File: src/rtl/pipe_ctrl_if.sv
// Handshake bundle between the in-order core datapath and its pipeline sequencer.
// The datapath side is the master; pipe_ctrl is the slave.
interface pipe_ctrl_if #(
  parameter int STAGES  = 5,
  parameter int RADDR_W = 5,
  parameter int FSEL_W  = $clog2(STAGES)
);
  logic [RADDR_W-1:0] id_rs;
  logic [RADDR_W-1:0] id_rt;
  logic [RADDR_W-1:0] id_rd;
  logic               id_use_rs;
  logic               id_use_rt;
  logic               id_regwrite;
  logic               id_load;
  logic               ex_branch_taken;
  logic               mem_req;
  logic               mem_ack;
  logic [STAGES-1:0]  stage_en;
  logic [STAGES-1:0]  stage_valid;
  logic               pc_en;
  logic               pc_sel;
  logic               ex_bubble;
  logic [FSEL_W-1:0]  fwd_a;
  logic [FSEL_W-1:0]  fwd_b;
  logic [15:0]        stall_cycles;
  logic [15:0]        flush_count;

  modport master (
    output id_rs, id_rt, id_rd, id_use_rs, id_use_rt, id_regwrite, id_load,
           ex_branch_taken, mem_req, mem_ack,
    input  stage_en, stage_valid, pc_en, pc_sel, ex_bubble, fwd_a, fwd_b,
           stall_cycles, flush_count
  );

  modport slave (
    input  id_rs, id_rt, id_rd, id_use_rs, id_use_rt, id_regwrite, id_load,
           ex_branch_taken, mem_req, mem_ack,
    output stage_en, stage_valid, pc_en, pc_sel, ex_bubble, fwd_a, fwd_b,
           stall_cycles, flush_count
  );
endinterface

File: src/rtl/pipe_ctrl.sv
// Pipeline sequencer: stage enables, load-use bubbles, memory waits, branch flush, forwarding.
// Define PIPE_CTRL_PERF_EN to build the stall/flush performance counters.
//
// state   | meaning
// RUN     | normal advance (flush allowed)
// LDSTALL | one-cycle load-use bubble just inserted into EX
// MEMWAIT | pipeline frozen waiting for data-memory ack
module pipe_ctrl #(
  parameter int STAGES  = 5,
  parameter int RADDR_W = 5,
  parameter int FSEL_W  = $clog2(STAGES)
) (
  input logic       clk,
  input logic       rst_n,
  pipe_ctrl_if.slave bus
);

  localparam logic [1:0] RUN     = 2'd0;
  localparam logic [1:0] LDSTALL = 2'd1;
  localparam logic [1:0] MEMWAIT = 2'd2;

  logic [1:0]         state_q;
  logic [1:0]         state_nxt;
  logic [STAGES-1:0]  valid_q;
  logic [RADDR_W-1:0] rd_q [2:STAGES-1];
  logic [STAGES-1:2]  wr_q;
  logic               ex_load_q;
  logic [RADDR_W-1:0] ex_rs_q;
  logic [RADDR_W-1:0] ex_rt_q;

  logic               mem_stall;
  logic               flush;
  logic               ex_hazard;
  logic               ld_stall;
  logic               ex_in_valid;
  logic [STAGES-1:0]  en;

  assign mem_stall = valid_q[3] && bus.mem_req && !bus.mem_ack;
  assign flush     = bus.ex_branch_taken && !mem_stall;
  assign ex_hazard = valid_q[2] && ex_load_q && wr_q[2] && (rd_q[2] != '0) &&
                     ((bus.id_use_rs && (bus.id_rs == rd_q[2])) ||
                      (bus.id_use_rt && (bus.id_rt == rd_q[2])));
  // EX always holds a bubble while in LDSTALL, so a second stall cannot follow
  assign ld_stall    = ex_hazard && !mem_stall && !flush && (state_q != LDSTALL);
  assign ex_in_valid = valid_q[1] && !flush && !ld_stall;

  always_comb begin
    en            = '0;
    bus.pc_en     = 1'b0;
    bus.pc_sel    = 1'b0;
    bus.ex_bubble = 1'b0;
    state_nxt     = RUN;
    if (mem_stall)     state_nxt = MEMWAIT;
    else if (ld_stall) state_nxt = LDSTALL;
    if (rst_n && !mem_stall) begin
      en            = '1;
      bus.pc_en     = !ld_stall;
      bus.pc_sel    = flush;
      bus.ex_bubble = ld_stall;
      if (ld_stall) en[1:0] = 2'b00;
    end
  end

  assign bus.stage_en    = en;
  assign bus.stage_valid = valid_q;

  always_ff @(posedge clk or negedge rst_n) begin
    if (!rst_n) begin
      state_q   <= RUN;
      valid_q   <= '0;
      wr_q      <= '0;
      ex_load_q <= 1'b0;
      ex_rs_q   <= '0;
      ex_rt_q   <= '0;
      for (int k = 2; k < STAGES; k++) rd_q[k] <= '0;
    end else begin
      state_q <= state_nxt;
      if (en[0]) valid_q[0] <= 1'b1;
      if (en[1]) valid_q[1] <= valid_q[0] && !flush;
      if (en[2]) begin
        valid_q[2] <= ex_in_valid;
        rd_q[2]    <= ex_in_valid ? bus.id_rd : '0;
        wr_q[2]    <= ex_in_valid && bus.id_regwrite;
        ex_load_q  <= ex_in_valid && bus.id_load;
        ex_rs_q    <= ex_in_valid ? bus.id_rs : '0;
        ex_rt_q    <= ex_in_valid ? bus.id_rt : '0;
      end
      for (int k = 3; k < STAGES; k++) begin
        if (en[k]) begin
          valid_q[k] <= valid_q[k-1];
          rd_q[k]    <= rd_q[k-1];
          wr_q[k]    <= wr_q[k-1];
        end
      end
    end
  end

  // Scan oldest to youngest so the youngest matching producer overrides
  always_comb begin
    bus.fwd_a = '0;
    bus.fwd_b = '0;
    for (int k = STAGES-1; k >= 3; k--) begin
      if (valid_q[k] && wr_q[k] && (rd_q[k] != '0)) begin
        if (rd_q[k] == ex_rs_q) bus.fwd_a = FSEL_W'(k);
        if (rd_q[k] == ex_rt_q) bus.fwd_b = FSEL_W'(k);
      end
    end
  end

`ifdef PIPE_CTRL_PERF_EN
  logic [15:0] stall_q;
  logic [15:0] flush_q;

  always_ff @(posedge clk or negedge rst_n) begin
    if (!rst_n) begin
      stall_q <= '0;
      flush_q <= '0;
    end else begin
      if ((state_nxt != RUN) && (stall_q != 16'hFFFF)) stall_q <= stall_q + 16'd1;
      if (flush && (flush_q != 16'hFFFF))             flush_q <= flush_q + 16'd1;
    end
  end

  assign bus.stall_cycles = stall_q;
  assign bus.flush_count  = flush_q;
`else
  assign bus.stall_cycles = 16'h0000;
  assign bus.flush_count  = 16'h0000;
`endif

endmodule

File: src/flat_wrapper.sv
// flat-port wrapper written by rule: the top's interface ports become plain ports
module pipe_ctrl_flat 
#(
  parameter int STAGES  = 5,
  parameter int RADDR_W = 5,
  parameter int FSEL_W  = $clog2(STAGES)
)
  (clk, rst_n, bus_id_rs, bus_id_rt, bus_id_rd, bus_id_use_rs, bus_id_use_rt, bus_id_regwrite, bus_id_load, bus_ex_branch_taken, bus_mem_req, bus_mem_ack, bus_stage_en, bus_stage_valid, bus_pc_en, bus_pc_sel, bus_ex_bubble, bus_fwd_a, bus_fwd_b, bus_stall_cycles, bus_flush_count);
  pipe_ctrl_if #(.STAGES(STAGES), .RADDR_W(RADDR_W), .FSEL_W(FSEL_W)) bus_i ();
  input logic clk;
  input logic rst_n;
  input wire logic [$bits(bus_i.id_rs)-1:0] bus_id_rs;
  input wire logic [$bits(bus_i.id_rt)-1:0] bus_id_rt;
  input wire logic [$bits(bus_i.id_rd)-1:0] bus_id_rd;
  input wire logic [$bits(bus_i.id_use_rs)-1:0] bus_id_use_rs;
  input wire logic [$bits(bus_i.id_use_rt)-1:0] bus_id_use_rt;
  input wire logic [$bits(bus_i.id_regwrite)-1:0] bus_id_regwrite;
  input wire logic [$bits(bus_i.id_load)-1:0] bus_id_load;
  input wire logic [$bits(bus_i.ex_branch_taken)-1:0] bus_ex_branch_taken;
  input wire logic [$bits(bus_i.mem_req)-1:0] bus_mem_req;
  input wire logic [$bits(bus_i.mem_ack)-1:0] bus_mem_ack;
  output wire logic [$bits(bus_i.stage_en)-1:0] bus_stage_en;
  output wire logic [$bits(bus_i.stage_valid)-1:0] bus_stage_valid;
  output wire logic [$bits(bus_i.pc_en)-1:0] bus_pc_en;
  output wire logic [$bits(bus_i.pc_sel)-1:0] bus_pc_sel;
  output wire logic [$bits(bus_i.ex_bubble)-1:0] bus_ex_bubble;
  output wire logic [$bits(bus_i.fwd_a)-1:0] bus_fwd_a;
  output wire logic [$bits(bus_i.fwd_b)-1:0] bus_fwd_b;
  output wire logic [$bits(bus_i.stall_cycles)-1:0] bus_stall_cycles;
  output wire logic [$bits(bus_i.flush_count)-1:0] bus_flush_count;
  assign bus_i.id_rs = bus_id_rs;
  assign bus_i.id_rt = bus_id_rt;
  assign bus_i.id_rd = bus_id_rd;
  assign bus_i.id_use_rs = bus_id_use_rs;
  assign bus_i.id_use_rt = bus_id_use_rt;
  assign bus_i.id_regwrite = bus_id_regwrite;
  assign bus_i.id_load = bus_id_load;
  assign bus_i.ex_branch_taken = bus_ex_branch_taken;
  assign bus_i.mem_req = bus_mem_req;
  assign bus_i.mem_ack = bus_mem_ack;
  assign bus_stage_en = bus_i.stage_en;
  assign bus_stage_valid = bus_i.stage_valid;
  assign bus_pc_en = bus_i.pc_en;
  assign bus_pc_sel = bus_i.pc_sel;
  assign bus_ex_bubble = bus_i.ex_bubble;
  assign bus_fwd_a = bus_i.fwd_a;
  assign bus_fwd_b = bus_i.fwd_b;
  assign bus_stall_cycles = bus_i.stall_cycles;
  assign bus_flush_count = bus_i.flush_count;
  pipe_ctrl #(.STAGES(STAGES), .RADDR_W(RADDR_W), .FSEL_W(FSEL_W)) u_core (.clk(clk), .rst_n(rst_n), .bus(bus_i));
endmodule
File: config.mk
export PLATFORM = sky130hd
export DESIGN_NAME = pipe_ctrl_flat
export DESIGN_NICKNAME = d
export VERILOG_FILES = /design/src/rtl/pipe_ctrl_if.sv /design/src/rtl/pipe_ctrl.sv /design/src/flat_wrapper.sv
export SDC_FILE = /design/constraint.sdc
export NUM_CORES = 1
export LEC_CHECK = 0
export BUFFER_PORTS_ARGS = -buffer_cell sky130_fd_sc_hd__buf_4
export CORE_ASPECT_RATIO = 1.5
export CORE_MARGIN = 2
export CORE_UTILIZATION = 31
export DETAILED_ROUTE_END_ITERATION = 12
export GPL_TIMING_DRIVEN = 0
export PLACE_DENSITY_LB_ADDON = 0.2
export SETUP_SLACK_MARGIN = 0.3
export SLEW_MARGIN = 25
export SYNTH_ARGS = -nofsm -noshare
export SYNTH_HDL_FRONTEND = slang
export SYNTH_SLANG_ARGS = --single-unit
File: constraint.sdc
create_clock -name clk -period 4.97 [get_ports clk]
set_input_delay 0.2485 -clock clk [delete_from_list [all_inputs] [get_ports clk]]
set_output_delay 0.2485 -clock clk [all_outputs]
set_load 0.02 [all_outputs]
==> impl_metrics.tcl <==
set metrics [dict create \
    instances_no_fill 403 \
    crit_family "buffers and inverters" \
    synth_area_per_cell_um2 8.728 \
    power_w 0.0007805 \
    hold_class "in -> reg" \
    drt_wl_total_mm 4.997 \
    status "completed" \
    setup_viol 0 \
    worst_pin_slew_ns 0.6363 \
    yosysTopAreaCellShare 0.4230 \
    maxCapViolCount 0 \
    post-route-period-util 0.5755 \
    ir_drop_uv 118.4 \
    die_h_um 105.5 \
    grtUsageTotal 0.1392 \
    place_congestion 0.7774 \
    nets 349 \
    r2r_end "u_core.ex_rs_q[2]" \
    post_cts_buffers 0 \
    antenna_found_initial 0 \
    rr_startpoint "u_core.rd_q[11]" \
    slowest_delay_ns 0.53 \
    wl_per_cell_um 12.40 \
    p_per_area_nw_per_um2 282.2 \
    port_buffers 42 \
    drtIter0Drc 43 \
    relSlewSlack 0.5758 \
    drv_slew 0 \
    ys_seq_area_frac 0.4230 \
    overflow 0 \
    critPathRequiredTime_ns 4.72 \
    ios 75 \
    ys.flop_type "dfrtp_1" \
    cpMostUsedCell "buf_4" \
    cts_buffers 5 \
    drt-pass1-iter-count 4 \
    antennaDiodeCount 0 \
    fp-row-count 37 \
    cp-end-kind "primary output" \
    hold_end "u_core.ex_load_q" \
    pre_cts_ws_ns 2.576 \
    rsz0062_at_grt "no" \
    syn2layout_area_growth_pct 29.85 \
    setup_tns_ns 0 \
    grt_start_max_net_pins 40 \
    power.leakage_nw 1.508 \
    hpwl_mm 3.935 \
    num_vias 1703 \
    hold_viol 0 \
    syn_inst 244 \
    layout_setup_ws_ns 2.110 \
    coreArea_um2 6759 \
    worst-path-stages 7 \
    root_buffer "clkbuf_8" \
    start_util 0.3151 \
    min_from "bus_id_load" \
    ys_seq_elements 36 \
    timing.fmax_mhz 349.6 \
    clock_sinks 36 \
    drc 0 \
    ant_nets 0 \
    grt_pass1_vias 1672 \
    crit_chain "dlygate4sd3_1 -> buf_4 -> nand2_1 -> inv_1 -> clkbuf_1 -> buf_4 -> buf_4" \
    slowest_stage "dlygate4sd3_1" \
    postSynth.asyncResetShare 1.000 \
    h-tree-depth 2 \
    synth_top_area_cell "dfrtp_1" \
    reg2regPathDepth 6 \
    worstHoldPathCells 3 \
    die_area_um2 7562 \
    fin_skew_ns 0.004418 \
    clock_path_buffers 2 \
    final_layout_size_suffix_gt1_frac 0.3108 \
    synth_warnings 0 \
    grt_pass1_wl_mm 8.183 \
    path_class "in -> out" \
    path_clk_slew_ns 0.07 \
    dp_cells 395 \
    cts_tree "built" \
    worst-path-buf-inv 6 \
    cp-start-kind "input pin" \
    arrival_ns 2.61 \
    synth_cell_types 25 \
    fin_crit_ns 2.860 \
    viasPerCell 4.226 \
    rrSetupSlack_ns 2.94 \
    cp_max_fo 39 \
    die_w_um 71.68 \
    cp-startpoint "rst_n" \
    clk_latency_ns 0.28 \
    synth_edf_count 0 \
    ys_top_cells_by_area "dfrtp_1 (42%), nand2_1 (14%), buf_4 (13%), xnor2_1 (6.6%), xor2_1 (5.8%)" \
    syn_area_um2 2130 \
]
[layout by cell type (no fill, tap or decap), types with 2 or more instances in the layout]
| master | instances |
|---|---|
| or4_1 | 5 |
| o211ai_1 | 2 |
| clkbuf_1 | 6 |
| xor2_1 | 14 |
| conb_1 | 32 |
| nand3_1 | 2 |
| nor2_1 | 3 |
| a21oi_1 | 2 |
| nand4_1 | 2 |
| nor4_1 | 5 |
| dfrtp_1 | 36 |
| inv_1 | 5 |
| o21ai_2 | 10 |
| xnor2_1 | 16 |
| or2_2 | 2 |
| buf_4 | 80 |
| clkbuf_8 | 7 |
| nand2_1 | 79 |
| o21ai_0 | 9 |
[synthesized netlist by cell type, types with 2 or more instances]
master,instances
or2_2,2
dfrtp_1,36
inv_1,5
o21ai_0,9
nand4_1,2
or4_1,5
o21ai_2,10
xnor2_1,16
buf_4,38
nand3_1,2
a21oi_1,2
nor4_1,5
xor2_1,14
o211ai_1,2
nor2_1,3
clkbuf_1,6
nand2_1,79
[flip-flops by register name, summed over array words and instances, names as in the netlist]
register,cells
u_core.rd_q,15
u_core.bus.stage_valid,5
u_core.ex_rs_q,5
u_core.ex_rt_q,5
u_core.wr_q,3
u_core.state_q,2
u_core.ex_load_q,1
[where the power goes]
part	switching (W)	internal, W	total [W]
combinational	0.000109	0.0000905	0.000200
clock	0.000101	0.000123	0.000225
sequential	0.0000357	0.000320	0.000356
total	0.000246	0.000534	0.000780
[worst max-delay path by stage]
stage	end	slack [ns]
after floorplan	bus_fwd_a[2]	2.68
after global placement	bus_stage_en[4]	2.58
after detailed placement	bus_stage_en[3]	2.58
after CTS	bus_stage_en[3]	2.02
after global routing	bus_stage_en[3]	1.88
final	bus_stage_en[3]	2.11
[kinds of logic after synthesis]
group                  after synthesis  share of synthesized area
AO/OA/AOI/OAI                       25                    0.08519
buffers and inverters               50                     0.1586
multiplexers                         1                   0.004701
AND/OR/NAND/NOR                    101                     0.2033
other                                1                   0.001761
flip-flops                          36                     0.4230
XOR/XNOR                            30                     0.1234
[what timing repair did]
item	in CTS	in global routing
hold endpoints to repair	36	0
resized for setup	0	0
hold buffers	1	0
[stage by stage]
stage / hold slack [ns] / cell area (µm²) / util
6_report: 0.2080 / 2765 / 0.4091
5_1_grt: 0.2048 / 2765 / 0.4091
4_1_cts: 0.2016 / 2765 / 0.4091
3_5_place_dp: 0.2503 / 2659 / 0.3934
3_3_place_gp: 0.2512 / 2659 / 0.3934
2_1_floorplan: -0.04709 / 2246 / -
[final cells by class]
class / count / area [µm²]
Timing Repair Buffer: 43 / 325.3
Sequential cell: 36 / 900.9
Multi-Input combinational cell: 189 / 1007
Buffer: 45 / 319.1
Tap cell: 78 / 97.59
Clock buffer: 7 / 96.34
Inverter: 5 / 18.77
Fill cell: 703 / 3994
[worst reg2reg max path: cells and delay by family, from the launching register on]
family	cells	cell delay, ns
buf+inv	1	0.18
simple gates	3	0.81
compound gates	2	0.53
flops	1	0.46
[routing by layer]
layer,up-vias,GRT usage,share of wire
li1,875,-,-
met1,763,0.1573,0.40
met2,55,0.2480,0.52
met3,10,0.02390,0.049
met4,0,0.06469,0.029
met5,-,0,0
(Power assumes the default switching activity.)
